File: config.mk
export PLATFORM = sky130hd
export DESIGN_NAME = rv_ahb_master
export DESIGN_NICKNAME = d
export VERILOG_FILES = /design/src/rtl/rv_ahb_master.sv
export SDC_FILE = /design/constraint.sdc
export NUM_CORES = 1
export LEC_CHECK = 0
export CORE_AREA = 2 2 143 145
export CTS_BUF_LIST = sky130_fd_sc_hd__clkbuf_4
export CTS_CLUSTER_DIAMETER = 200
export DETAILED_ROUTE_END_ITERATION = 8
export DIE_AREA = 0 0 145 147
export PLACE_DENSITY = 0.81
export SLEW_MARGIN = 25
export SYNTH_ARGS = -nofsm -noshare
export SYNTH_HDL_FRONTEND = slang
export SYNTH_SLANG_ARGS = --single-unit
File: constraint.sdc
create_clock -name clk -period 3.7 [get_ports clk]
set_input_delay 1.11 -clock clk [delete_from_list [all_inputs] [get_ports clk]]
set_output_delay 1.11 -clock clk [all_outputs]
set_load 0.05 [all_outputs]
File: src/rtl/rv_ahb_master.sv
// AHB-Lite master: in-order request FIFO feeding one address phase and one data phase per cycle.
// Optional macro RV_AHB_MASTER_ERR_EN enables two-cycle ERROR handling with retry of the cancelled address phase.
module rv_ahb_master #(
  parameter int unsigned ADDR_W = 32,
  parameter int unsigned DATA_W = 32,
  parameter int unsigned DEPTH  = 2
) (
  input  logic              clk,
  input  logic              rst,
  input  logic              req_vld,
  output logic              req_rdy,
  input  logic [ADDR_W-1:0] req_addr,
  input  logic              req_write,
  input  logic [2:0]        req_size,
  input  logic [DATA_W-1:0] req_wdata,
  output logic              rsp_vld,
  output logic [DATA_W-1:0] rsp_rdata,
  output logic              rsp_err,
  output logic [1:0]        HTRANS,
  output logic [ADDR_W-1:0] HADDR,
  output logic              HWRITE,
  output logic [2:0]        HSIZE,
  output logic [DATA_W-1:0] HWDATA,
  input  logic [DATA_W-1:0] HRDATA,
  input  logic              HREADY,
  input  logic              HRESP
);

  localparam int unsigned    PTR_W    = $clog2(DEPTH);
  localparam logic [PTR_W:0] FULL_CNT = (PTR_W+1)'(DEPTH);

  localparam logic [1:0] HTRANS_IDLE   = 2'b00;
  localparam logic [1:0] HTRANS_NONSEQ = 2'b10;

  localparam logic [1:0] S_NONE = 2'd0;
  localparam logic [1:0] S_DATA = 2'd1;
  localparam logic [1:0] S_ERR2 = 2'd2;

  // Request FIFO storage
  logic [ADDR_W-1:0] r_mem_addr  [DEPTH];
  logic              r_mem_write [DEPTH];
  logic [2:0]        r_mem_size  [DEPTH];
  logic [DATA_W-1:0] r_mem_wdata [DEPTH];
  logic [PTR_W-1:0]  r_wr_ptr;
  logic [PTR_W-1:0]  r_rd_ptr;
  logic [PTR_W:0]    r_count;

  logic [1:0]        r_state;
  logic [1:0]        w_state_nxt;
  logic              r_dp_write;
  logic [DATA_W-1:0] r_hwdata;
  logic [ADDR_W-1:0] r_last_addr;
  logic              r_last_write;
  logic [2:0]        r_last_size;
  logic              r_rsp_vld;
  logic [DATA_W-1:0] r_rsp_rdata;
  logic              r_rsp_err;

  logic w_empty;
  logic w_full;
  logic w_push;
  logic w_cancel;
  logic w_ap_active;
  logic w_ap_done;
  logic w_dp_done;
  logic w_dp_err;
  logic w_err_start;

  assign w_empty = (r_count == '0);
  assign w_full  = (r_count == FULL_CNT);
  assign w_push  = req_vld && !w_full;

`ifdef RV_AHB_MASTER_ERR_EN
  // Second ERROR cycle: address phase is withdrawn and the head stays queued for retry
  assign w_cancel    = (r_state == S_ERR2);
  assign w_err_start = HRESP && !HREADY;
  assign w_dp_err    = (r_state == S_ERR2) || HRESP;
`else
  logic w_unused_hresp;
  assign w_unused_hresp = HRESP;
  assign w_cancel       = 1'b0;
  assign w_err_start    = 1'b0;
  assign w_dp_err       = 1'b0;
`endif

  assign w_ap_active = !w_empty && !w_cancel;
  assign w_ap_done   = w_ap_active && HREADY;
  assign w_dp_done   = (r_state != S_NONE) && HREADY;

  always_ff @(posedge clk) begin
    if (w_push) begin
      r_mem_addr[r_wr_ptr]  <= req_addr;
      r_mem_write[r_wr_ptr] <= req_write;
      r_mem_size[r_wr_ptr]  <= req_size;
      r_mem_wdata[r_wr_ptr] <= req_wdata;
    end
  end

  always_ff @(posedge clk or posedge rst) begin
    if (rst) begin
      r_wr_ptr <= '0;
      r_rd_ptr <= '0;
      r_count  <= '0;
    end else begin
      if (w_push) begin
        r_wr_ptr <= r_wr_ptr + PTR_W'(1);
      end
      if (w_ap_done) begin
        r_rd_ptr <= r_rd_ptr + PTR_W'(1);
      end
      case ({w_push, w_ap_done})
        2'b10:   r_count <= r_count + (PTR_W+1)'(1);
        2'b01:   r_count <= r_count - (PTR_W+1)'(1);
        default: r_count <= r_count;
      endcase
    end
  end

  always_ff @(posedge clk or posedge rst) begin
    if (rst) begin
      r_state <= S_NONE;
    end else begin
      r_state <= w_state_nxt;
    end
  end

  always_comb begin
    w_state_nxt = r_state;
    case (r_state)
      S_NONE: begin
        if (w_ap_done) begin
          w_state_nxt = S_DATA;
        end
      end
      S_DATA: begin
        if (HREADY) begin
          w_state_nxt = w_ap_done ? S_DATA : S_NONE;
        end else if (w_err_start) begin
          w_state_nxt = S_ERR2;
        end
      end
      S_ERR2: begin
        if (HREADY) begin
          w_state_nxt = S_NONE;
        end
      end
      default: w_state_nxt = S_NONE;
    endcase
  end

  // Data-phase register and last-driven address-phase controls
  always_ff @(posedge clk or posedge rst) begin
    if (rst) begin
      r_dp_write   <= 1'b0;
      r_hwdata     <= '0;
      r_last_addr  <= '0;
      r_last_write <= 1'b0;
      r_last_size  <= '0;
    end else if (w_ap_done) begin
      r_dp_write   <= r_mem_write[r_rd_ptr];
      r_last_addr  <= r_mem_addr[r_rd_ptr];
      r_last_write <= r_mem_write[r_rd_ptr];
      r_last_size  <= r_mem_size[r_rd_ptr];
      if (r_mem_write[r_rd_ptr]) begin
        r_hwdata <= r_mem_wdata[r_rd_ptr];
      end
    end
  end

  always_ff @(posedge clk or posedge rst) begin
    if (rst) begin
      r_rsp_vld   <= 1'b0;
      r_rsp_rdata <= '0;
      r_rsp_err   <= 1'b0;
    end else begin
      r_rsp_vld   <= w_dp_done;
      r_rsp_rdata <= (w_dp_done && !r_dp_write && !w_dp_err) ? HRDATA : '0;
      r_rsp_err   <= w_dp_done && w_dp_err;
    end
  end

  // Address phase shows the FIFO head; idle bus keeps the last issued controls
  always_comb begin
    HTRANS = w_ap_active ? HTRANS_NONSEQ : HTRANS_IDLE;
    HADDR  = r_last_addr;
    HWRITE = r_last_write;
    HSIZE  = r_last_size;
    if (!w_empty) begin
      HADDR  = r_mem_addr[r_rd_ptr];
      HWRITE = r_mem_write[r_rd_ptr];
      HSIZE  = r_mem_size[r_rd_ptr];
    end
  end

  assign HWDATA    = r_hwdata;
  assign req_rdy   = !w_full;
  assign rsp_vld   = r_rsp_vld;
  assign rsp_rdata = r_rsp_rdata;
  assign rsp_err   = r_rsp_err;

endmodule
==> results.sh <==
export IMPL_startpoint_type="flip-flop"
export IMPL_dieArea_um2=21300
export IMPL_critPathCapture="HADDR[31]"
export IMPL_skew_ns=0.0454
export IMPL_r2r_end="HWDATA[3]"
export IMPL_r2r_cells=4
export IMPL_busiest_layer="met2"
export IMPL_async_reset_ff_share_pct=43.8
export IMPL_cts_buffer_depth=3
export IMPL_crit_cells=5
export IMPL_p_per_area_nw_per_um2=986
export IMPL_crit_type="flip-flop to output port"
export IMPL_cts_htree_levels=2
export IMPL_timing_setup_tns_ns=0
export IMPL_critical_path_max_fanout=45
export IMPL_yosys_area_top_type_share_pct=44.7
export IMPL_grtUsageMet1_pct=22.0
export IMPL_vias=5440
export IMPL_arrival_ns=2.36
export IMPL_dieWidth_um=145
export IMPL_ys_warn_count=0
export IMPL_hold_viol=0
export IMPL_period_minus_slack_ns=3.47
export IMPL_clk_pin_slew_worst_paths_ns=0.07
export IMPL_core_um2=19800
export IMPL_cpMostUsedCell="buf_12"
export IMPL_p_leak_nw=5.12
export IMPL_critPathRequiredTime_ns=2.59
export IMPL_synth_area_leaders="edfxtp_1, dfrtp_1, mux2_4"
export IMPL_postSynthCellCount=571
export IMPL_p_sw_share_pct=40.1
export IMPL_max_slew_worst_pin_slew_ns=0.631
export IMPL_cts_tree="done"
export IMPL_p_sw_mw=5.00
export IMPL_ios=210
export IMPL_vdd_ir_drop_max_mv=0.770
export IMPL_outcome="finished, final reports clean"
export IMPL_r2r_start="r_rd_ptr"
export IMPL_drcViolationCount=0
export IMPL_synth_cell_area_um2=9140
export IMPL_antenna_cells=0
export IMPL_die_h_um=147
export IMPL_grt_ovfl_total=0
export IMPL_setup_viol=0
export IMPL_grt_setup_unrepaired="no"
export IMPL_final_nets=926
export IMPL_rrSetupSlack_ns=1.67
export IMPL_ys_ff_latch=242
export IMPL_worstSetupStartpoint="r_count[0]"
export IMPL_syn_to_final_growth_pct=38.1
export IMPL_clkPwrFrac_pct=17.2
export IMPL_p_comb_share_pct=49.7
export IMPL_power_frac_seq_pct=33.1
export IMPL_grt_pass1_wl_mm=29.9
export IMPL_max_slew_margin_pct=57.9
export IMPL_fin_crit_sh_pct=93.8
export IMPL_fin_util_pct=63.7
export IMPL_clk_root_buffer_cell="clkbuf_4"
export IMPL_critPathBufInv=2
export IMPL_start_util_pct=46.1
export IMPL_dr_pass1_iters=6
export IMPL_routedWlPerCell_um=16.8
export IMPL_maxCapViolCount=0
export IMPL_postCtsSetupBuffers=0
export IMPL_seq_area_um2=6740
export IMPL_met2_usage_pct=29.7
export IMPL_row_count=52
export IMPL_ant_nets=0
export IMPL_yosys_area_top_type="edfxtp_1"
export IMPL_antenna_found_initial=0
export IMPL_internal_power_mw=7.46
export IMPL_fmax_ghz=0.288
export IMPL_yosys_top_cells_count="edfxtp_1, dfrtp_1, nor2_1"
export IMPL_grt_start_max_net_pins=73
export IMPL_cp_slowest_cell="dfrtp_1"
export IMPL_min_path_type="flip-flop to flip-flop"
export IMPL_ys_flop_type="edfxtp_1"
export IMPL_n_fill_cell=1474
export IMPL_max_stage_delay_ns=0.52
export IMPL_drt_wl_total_mm=19.2
export IMPL_dp_hpwl_mm=12.4
export IMPL_synth_avg_cell_area_um2=16.0
export IMPL_crit_family="flip-flops"
export IMPL_gp_congestion=0.735
export IMPL_ys_types=28
export IMPL_synth_edf_count=136
export IMPL_via_per_inst=4.77
export IMPL_clock_latency_ns=0.66
export IMPL_use_met3_pct=6.09
export IMPL_drive_gt1_share_pct=24.8
export IMPL_synth_seq_area_share_pct=73.7
export IMPL_initialDrtViolationCount=268
export IMPL_yosysMostFrequentCell="edfxtp_1"
export IMPL_numCtsBuffers=59
export IMPL_critPathCaptureType="output port"
export IMPL_crit_chain="or2_4, buf_12, nor2_1, a21oi_1, buf_12"
export IMPL_numPortBuffers=206
export IMPL_maxSlewViolCount=0
export IMPL_grt_pass1_vias=5695
export IMPL_cts_sinks=242
export IMPL_track_usage_pct=17.9
export IMPL_multi_input_area_um2=2200
## layout by cell type, fill, tap and decap left out, types with 9 or more instances in the layout
cell type,instances
a21oi_1,36
and2_1,33
buf_12,41
buf_4,9
clkbuf_4,90
clkdlybuf4s50_1,169
clkinv_1,18
dfrtp_1,105
edfxtp_1,136
mux2_2,35
mux2_4,29
mux2i_1,35
nand2_1,36
nor2_1,37
o21ai_0,36
## sequential cells by signal, indices dropped and copies added (netlist names), 2 cells and up
| signal | count |
|---|---|
| rsp_rdata | 32 |
| r_mem_size | 6 |
| HWDATA | 32 |
| r_last_size | 3 |
| r_mem_addr | 64 |
| r_mem_write | 2 |
| r_count | 2 |
| r_last_addr | 32 |
| r_mem_wdata | 64 |
## cell type report
class	count	area share (%)
multi-input cells	295	17.4
inverters	3	0.119
repair buffers	219	20.4
flip-flops and latches	242	53.4
clock buffers	90	5.35
well taps	270	2.67
clock inverters	21	0.654
## through the flow
step                      total power, mW  std cells  cell area (µm²)  hold slack [ns]  setup slack (ns)
after global placement               10.3       1028            11900            0.463             0.738
after CTS                            12.6       1139            12600            0.486             0.102
after floorplan                      7.86        572             9150            0.451             0.275
after global routing                 13.1       1140            12600            0.512            0.0519
after detailed placement             10.4       1028            11900            0.471             0.719
final                                12.5       1140            12600            0.483             0.230
## cell families after synthesis
logic type	after synthesis	synth area share (%)
xor+xnor	5	0.479
fa+ha+maj	1	0.137
mux	100	13.2
compound gates	74	4.12
simple gates	112	5.79
other cells	1	0.0410
buf+inv	36	2.61
flops	242	73.7
## per-layer routing
metal | share of wire (%) | wire [µm]
met5 | 0 | 0
met2 | 51 | 9730
met4 | 1.8 | 346
met1 | 40 | 7720
met3 | 7.3 | 1400
## how the worst min path moves through the flow
stage	startpoint	end	slack, ns	cells past startpoint
after global routing	r_last_addr[30]	r_last_addr[30]	0.51	2
after detailed placement	r_last_addr[2]	r_last_addr[2]	0.47	2
after global placement	r_last_addr[4]	r_last_addr[4]	0.46	2
final	r_last_addr[2]	r_last_addr[2]	0.48	2
after floorplan	r_last_addr[0]	r_last_addr[0]	0.45	2
after CTS	r_last_addr[2]	r_last_addr[2]	0.49	2
## worst register-to-register path: cells and delay by family (launching register included)
family        cells  cell delay, ns
buf+inv           1            0.26
flops             1            0.67
mux               2            0.62
simple gates      1            0.36
## power by group through the flow
stage	Sequential, mW	Clock, mW	Combinational, mW
after detailed placement	4.17	0	6.22
after floorplan	4.85	0	3.01
final	4.13	2.14	6.19
after global placement	4.12	0	6.13
after CTS	4.13	2.22	6.25
after global routing	4.21	2.35	6.50
## repair_timing
action / in CTS / in global routing
resized for setup: 1 / 0
hold buffers: 0 / 0
endpoints found under the setup margin: 10 / 1
gates cloned: 0 / 1
pin swaps: 0 / 1
Power figures use the tool's default switching activity.
